**config.mk**
```make
export PLATFORM = sky130hd
export DESIGN_NAME = decode_stage
export DESIGN_NICKNAME = d
export VERILOG_FILES = /design/src/rtl/decode_stage.sv
export SDC_FILE = /design/constraint.sdc
export NUM_CORES = 2
export LEC_CHECK = 0
export BUFFER_PORTS_ARGS = -buffer_cell sky130_fd_sc_hd__buf_2
export CAP_MARGIN = 20
export CORE_UTILIZATION = 38
export CTS_CLUSTER_DIAMETER = 60
export DETAILED_ROUTE_END_ITERATION = 16
export PLACE_DENSITY = 0.55
export SLEW_MARGIN = 20
export SYNTH_ARGS = -nofsm -noshare
export SYNTH_HDL_FRONTEND = slang
export SYNTH_SLANG_ARGS = --single-unit
```
**constraint.sdc**
```tcl
create_clock -name clk -period 3 [get_ports clk]
set_clock_uncertainty 0.1 [all_clocks]
set_input_delay 0.15 -clock clk [delete_from_list [all_inputs] [get_ports clk]]
set_output_delay 0.15 -clock clk [all_outputs]
set_load 0.02 [all_outputs]
```
**src/rtl/decode_stage.sv**
```systemverilog
// ----------------------------------------------------------------------------
// decode_stage
//   Y86-64 decode stage. It holds the D pipeline register, the 15-entry
//   architectural register file and the source/destination selection logic.
//   It presents the decoded operands to execute. Pipeline control (stall and
//   bubble) comes from outside the block.
//
//   Optional feature: `define DECODE_FWD_EN turns on operand forwarding from
//   E/M/W. Without it, operands come only from D_valP or the register file,
//   and the forwarding inputs are not used.
//
// Ports
//   clk, rst_n            clock (rising edge), async active-low reset
//   f_stat..f_valP        fetch outputs, captured into the D register
//   D_stall, D_bubble     hold D / load nop into D (stall has priority)
//   e_dstE, e_valE        execute-stage destination and ALU result
//   M_dstE, M_valE        memory-stage destination E and its value
//   M_dstM, m_valM        memory-stage destination M and the read data
//   W_dstE/W_valE,
//   W_dstM/W_valM         writeback; also the two register-file write ports
//   d_stat..d_valC        D register passthrough
//   d_srcA..d_dstM        decoded register indices
//   d_valA, d_valB        operands after valP selection and forwarding
// ----------------------------------------------------------------------------
module decode_stage #(
    parameter logic [3:0] RSP_ID = 4'h4,
    parameter logic [3:0] RNONE  = 4'hF,
    parameter int          NREGS  = 15
) (
    input  logic        clk,
    input  logic        rst_n,
    input  logic [3:0]  f_stat,
    input  logic [3:0]  f_icode,
    input  logic [3:0]  f_ifun,
    input  logic [3:0]  f_rA,
    input  logic [3:0]  f_rB,
    input  logic [63:0] f_valC,
    input  logic [63:0] f_valP,
    input  logic        D_stall,
    input  logic        D_bubble,
    input  logic [3:0]  e_dstE,
    input  logic [63:0] e_valE,
    input  logic [3:0]  M_dstE,
    input  logic [63:0] M_valE,
    input  logic [3:0]  M_dstM,
    input  logic [63:0] m_valM,
    input  logic [3:0]  W_dstE,
    input  logic [63:0] W_valE,
    input  logic [3:0]  W_dstM,
    input  logic [63:0] W_valM,
    output logic [3:0]  d_stat,
    output logic [3:0]  d_icode,
    output logic [3:0]  d_ifun,
    output logic [63:0] d_valC,
    output logic [3:0]  d_srcA,
    output logic [3:0]  d_srcB,
    output logic [3:0]  d_dstE,
    output logic [3:0]  d_dstM,
    output logic [63:0] d_valA,
    output logic [63:0] d_valB
);

    localparam logic [3:0] I_RRMOVQ = 4'h2;
    localparam logic [3:0] I_IRMOVQ = 4'h3;
    localparam logic [3:0] I_RMMOVQ = 4'h4;
    localparam logic [3:0] I_MRMOVQ = 4'h5;
    localparam logic [3:0] I_OPQ    = 4'h6;
    localparam logic [3:0] I_JXX    = 4'h7;
    localparam logic [3:0] I_CALL   = 4'h8;
    localparam logic [3:0] I_RET    = 4'h9;
    localparam logic [3:0] I_PUSHQ  = 4'hA;
    localparam logic [3:0] I_POPQ   = 4'hB;

    typedef struct packed {
        logic [3:0]  stat;
        logic [3:0]  icode;
        logic [3:0]  ifun;
        logic [3:0]  rA;
        logic [3:0]  rB;
        logic [63:0] valC;
        logic [63:0] valP;
    } d_reg_t;

    localparam d_reg_t D_NOP = '{
        stat:  4'b0001,
        icode: 4'h1,
        ifun:  4'h0,
        rA:    RNONE,
        rB:    RNONE,
        valC:  64'h0,
        valP:  64'h0
    };

    d_reg_t      d_r;
    d_reg_t      f_img;
    logic [63:0] regs [NREGS];
    logic [63:0] rf_a, rf_b;

    assign f_img = '{
        stat:  f_stat,
        icode: f_icode,
        ifun:  f_ifun,
        rA:    f_rA,
        rB:    f_rB,
        valC:  f_valC,
        valP:  f_valP
    };

    // D pipeline register: stall holds, and it has priority over bubble.
    always_ff @(posedge clk or negedge rst_n) begin
        if (!rst_n)
            d_r <= D_NOP;
        else if (D_stall)
            d_r <= d_r;
        else if (D_bubble)
            d_r <= D_NOP;
        else
            d_r <= f_img;
    end

    // Register file. The M port is written second, so it wins when both
    // ports target the same register.
    always_ff @(posedge clk or negedge rst_n) begin
        if (!rst_n) begin
            for (int i = 0; i < NREGS; i++)
                regs[i] <= '0;
        end else begin
            if (W_dstE != RNONE)
                regs[W_dstE] <= W_valE;
            if (W_dstM != RNONE)
                regs[W_dstM] <= W_valM;
        end
    end

    assign d_stat  = d_r.stat;
    assign d_icode = d_r.icode;
    assign d_ifun  = d_r.ifun;
    assign d_valC  = d_r.valC;

    // Register selection
    always_comb begin
        d_srcA = RNONE;
        d_srcB = RNONE;
        d_dstE = RNONE;
        d_dstM = RNONE;
        case (d_r.icode)
            I_RRMOVQ, I_RMMOVQ, I_OPQ, I_PUSHQ: d_srcA = d_r.rA;
            I_RET, I_POPQ:                     d_srcA = RSP_ID;
            default: ;
        endcase
        case (d_r.icode)
            I_RMMOVQ, I_MRMOVQ, I_OPQ:         d_srcB = d_r.rB;
            I_CALL, I_RET, I_PUSHQ, I_POPQ:    d_srcB = RSP_ID;
            default: ;
        endcase
        case (d_r.icode)
            I_RRMOVQ, I_IRMOVQ, I_OPQ:         d_dstE = d_r.rB;
            I_CALL, I_RET, I_PUSHQ, I_POPQ:    d_dstE = RSP_ID;
            default: ;
        endcase
        case (d_r.icode)
            I_MRMOVQ, I_POPQ:                  d_dstM = d_r.rA;
            default: ;
        endcase
    end

    // Combinational read. A same-cycle write is not visible here; the
    // W-stage forwarding entries cover that case.
    always_comb begin
        rf_a = (d_srcA == RNONE) ? 64'h0 : regs[d_srcA];
        rf_b = (d_srcB == RNONE) ? 64'h0 : regs[d_srcB];
    end

`ifdef DECODE_FWD_EN
    // Forwarding. The youngest producer wins. RNONE destinations never match.
    always_comb begin
        d_valA = rf_a;
        if (d_r.icode == I_JXX || d_r.icode == I_CALL)
            d_valA = d_r.valP;
        else if (d_srcA == RNONE)
            d_valA = 64'h0;
        else if (e_dstE != RNONE && e_dstE == d_srcA)
            d_valA = e_valE;
        else if (M_dstM != RNONE && M_dstM == d_srcA)
            d_valA = m_valM;
        else if (M_dstE != RNONE && M_dstE == d_srcA)
            d_valA = M_valE;
        else if (W_dstM != RNONE && W_dstM == d_srcA)
            d_valA = W_valM;
        else if (W_dstE != RNONE && W_dstE == d_srcA)
            d_valA = W_valE;
    end

    always_comb begin
        d_valB = rf_b;
        if (d_srcB == RNONE)
            d_valB = 64'h0;
        else if (e_dstE != RNONE && e_dstE == d_srcB)
            d_valB = e_valE;
        else if (M_dstM != RNONE && M_dstM == d_srcB)
            d_valB = m_valM;
        else if (M_dstE != RNONE && M_dstE == d_srcB)
            d_valB = M_valE;
        else if (W_dstM != RNONE && W_dstM == d_srcB)
            d_valB = W_valM;
        else if (W_dstE != RNONE && W_dstE == d_srcB)
            d_valB = W_valE;
    end
`else
    // No forwarding. Control must stall until writeback has completed.
    // The E/M forwarding inputs are folded into a sink so they stay
    // connected but have no effect.
    logic unused_fwd;
    assign unused_fwd = ^{e_dstE, e_valE, M_dstE, M_valE, M_dstM, m_valM};

    always_comb begin
        d_valA = rf_a;
        if (d_r.icode == I_JXX || d_r.icode == I_CALL)
            d_valA = d_r.valP;
    end

    assign d_valB = rf_b;
`endif

endmodule

```
==> impl_metrics.yaml <==
outcome:
  status: "finished, violations left"
  violations: "setup timing"
sta:
  fmax_ghz: 0.259
  rsz0062_at_grt: "true"
  relSlewSlack: 0.349
  fin_crit_ps: 3860
  finalHoldViolCount: 0
  slew_violations: 0
  postLayoutSetupSlackWorst_ps: -864
  worstMarginPinSlew_ps: 973
  setup_violations: 134
  timing.final.crit_share: 1.29
logic_synthesis:
  yosysSeqAreaShare: 0.416
  synth_top_area_share: 0.412
  yosys_warnings: 0
  ys_ff_latch: 1108
  synth_commonest_cells: "1213 x nand2_1, 1166 x o21ai_0, 1098 x dfrtp_1, 985 x mux2i_1, 710 x a21oi_1"
  synth_flop_cell: "dfrtp_1"
  async_reset_ff_frac: 1.00
  ys_types: 66
  synth_edf_count: 0
  synth.most_common_cell: "nand2_1"
  avgSynthCellArea_sq_um: 8.53
  syn_nets: 8311
  synth_area_sq_um: 66700
  ys_top_cells_by_area: "dfrtp_1 41%, mux2i_1 15%, o21ai_0 8.7%, nand2_1 6.8%, a21oi_1 5.3%"
  syn_inst: 7819
  yosys.area.top_type: "dfrtp_1"
drt:
  drc_errors: 0
  num_vias: 69454
  drt-initial-drc-count: 10282
  viasPerCell: 6.28
  drt_wl_total_um: 335000
  wl_met2_um: 148000
  dr_wl_met3_um: 34500
  wl_met1_um: 127000
  wl_per_cell_um: 30.3
  top_layer: "met5"
  postRouteAntennaNets: 0
  drt_pass1_iterations: 10
finish:
  syn2layout_area_growth_pct: 31.9
  layout.nets: 9095
  utilization: 0.505
  fin_area_sq_um: 88000
  multi_input_area_sq_um: 36400
  drive_gt1_frac: 0.181
  regArea_sq_um: 27700
  fillCellCount: 16176
critical_path:
  crit_arrival_ps: 3610
  worstPathRequired_ps: 2750
  cp-end-kind: "output port"
  crit_type: "reg2out"
  cp_max_fo: 21
  startpoint_type: "flip-flop"
clock_tree:
  ctsHtreeMaxLevel: 4
  cts-buffers-inserted: 147
  cts_tree: "done"
  root_buffer: "clkbuf_16"
  clock_sinks: 1108
  clkLatencyLatePin_ps: 820
  cts_buffer_depth: 3
  clkTransAtPathRegs_ps: 60
hold_path:
  hold_path.class: "in2reg"
grt:
  grt_max_degree: 129
  grt_overflow_total: 0
  track_usage: 0.359
  grt_pass1_wl_um: 472000
  grt_pass1_vias: 66494
  antenna_found_initial: 26
floorplanning:
  io_pins: 712
  rows: 153
  die_height_um: 421
  core_sq_um: 174000
  die_area_sq_um: 177000
  fp.dieW_um: 421
  initial_core_util: 0.383
pwr:
  swShare: 0.347
  p_per_area_nw_per_um2: 619
  p_comb_frac: 0.279
  p_sw_uw: 18900
  power_frac_clock: 0.339
  internal-power_uw: 35600
  seq_power_share: 0.382
  p_leak_uw: 0.0383
  peakVddDrop_mv: 0.497
placement:
  finalWeightedCongestion: 0.961
  dp_hpwl_um: 194000
  portBuffers: 507
  place_ws_ps: -220
  dpl-instance-area_sq_um: 73700
flow_run:
  drv_cap: 0
critical path, stage by stage (launching register included):
cell      delay, ps
dfrtp_1         450
and3b_2         260
or3_4           550
buf_12          220
buf_16          170
nand2_1         100
nand2_1          50
a222oi_1        430
o221ai_1        290
buf_4           230
state kept, by name, summed over array words and instances, names as in the netlist:
signal   cells
d_icode      4
d_r         72
d_stat       4
regs       960
d_ifun       4
d_valC      64
cell usage in the layout, fill, tap and decap left out, types with 56 or more instances in the layout:
cell type | synthesis | layout
clkbuf_16 | 0 | 163
nand3_1 | 122 | 118
dlygate4sd3_1 | 0 | 517
a221oi_2 | 1 | 80
o21ai_0 | 1166 | 1062
o211ai_1 | 65 | 65
buf_2 | 127 | 439
nand2_1 | 1213 | 1202
o21ai_1 | 3 | 103
a21oi_1 | 710 | 699
a211oi_1 | 97 | 88
mux2i_1 | 985 | 982
buf_12 | 0 | 184
a222oi_1 | 58 | 58
buf_4 | 100 | 293
nor2_1 | 514 | 501
a22oi_1 | 121 | 117
a221oi_1 | 185 | 101
dfrtp_1 | 1098 | 1097
nand2b_1 | 151 | 146
a22o_1 | 56 | 56
power by group through the flow:
stage	clock (uW)	combinational (uW)	sequential [uW]
3_3_place_gp	0	12300	20700
6_report	18400	15200	20800
2_1_floorplan	0	7910	19900
3_5_place_dp	0	12500	20800
5_1_grt	19200	16200	21100
4_1_cts	18600	14300	20600
timing repair:
action / in CTS / in global routing
cloned: 29 / 16
endpoints found under the hold margin: 2124 / 0
hold buffers: 518 / 0
endpoints found under the setup margin: 134 / 134
buffers inserted: 64 / 50
gates resized for setup: 273 / 291
pin swaps: 50 / 75
routing by layer:
layer,vias to the layer above,GRT usage
li1,29554,-
met1,33616,0.453
met2,4930,0.550
met4,24,0.245
met3,1330,0.0760
met5,-,0
path summary, 6_finish.rpt:
check / cells after the start / slack, ps / endpoint / from
max: 9 / -860 / d_valA[14] / d_icode[3]
min: 4 / 30 / d_valC[29] / f_valC[29]
max reg2reg: 3 / 1500 / regs[758] / regs[758]
min reg2reg: 2 / 380 / d_stat[2] / d_stat[2]
max in group asynchronous: 3 / 1850 / regs[497] / rst_n
min in group asynchronous: 3 / 150 / regs[260] / rst_n
area by class of cell:
class | count | area share
antenna | 11 | 0.000313
clock buffer | 204 | 0.0471
clock inverter | 62 | 0.00927
inverter | 9 | 0.00118
multi-input combinational | 5773 | 0.414
sequential | 1108 | 0.315
tap | 2325 | 0.0330
timing repair buffer | 1561 | 0.180
timing repair inverter | 3 | 0.000327
stage by stage:
step	TNS [ps]	cells	hold slack (ps)	power [uW]
4_1_cts	-79570	10986	0.522	53500
6_report	-87730	11056	33.0	54500
2_1_floorplan	0	7819	-246	27800
3_3_place_gp	-736	10110	78.1	33000
5_1_grt	-96480	11052	50.6	56400
3_5_place_dp	-775	10110	78.9	33300
logic make-up (layout without fill, tap and decap cells):
family,after synthesis,after routing,synth area share
compound gates,2608,2608,0.233
other cells,0,11,0
simple gates,2166,2166,0.139
mux,999,999,0.150
flops,1108,1108,0.416
buf+inv,938,1839,0.0619
No activity file was read; power rests on OpenSTA's default activity.
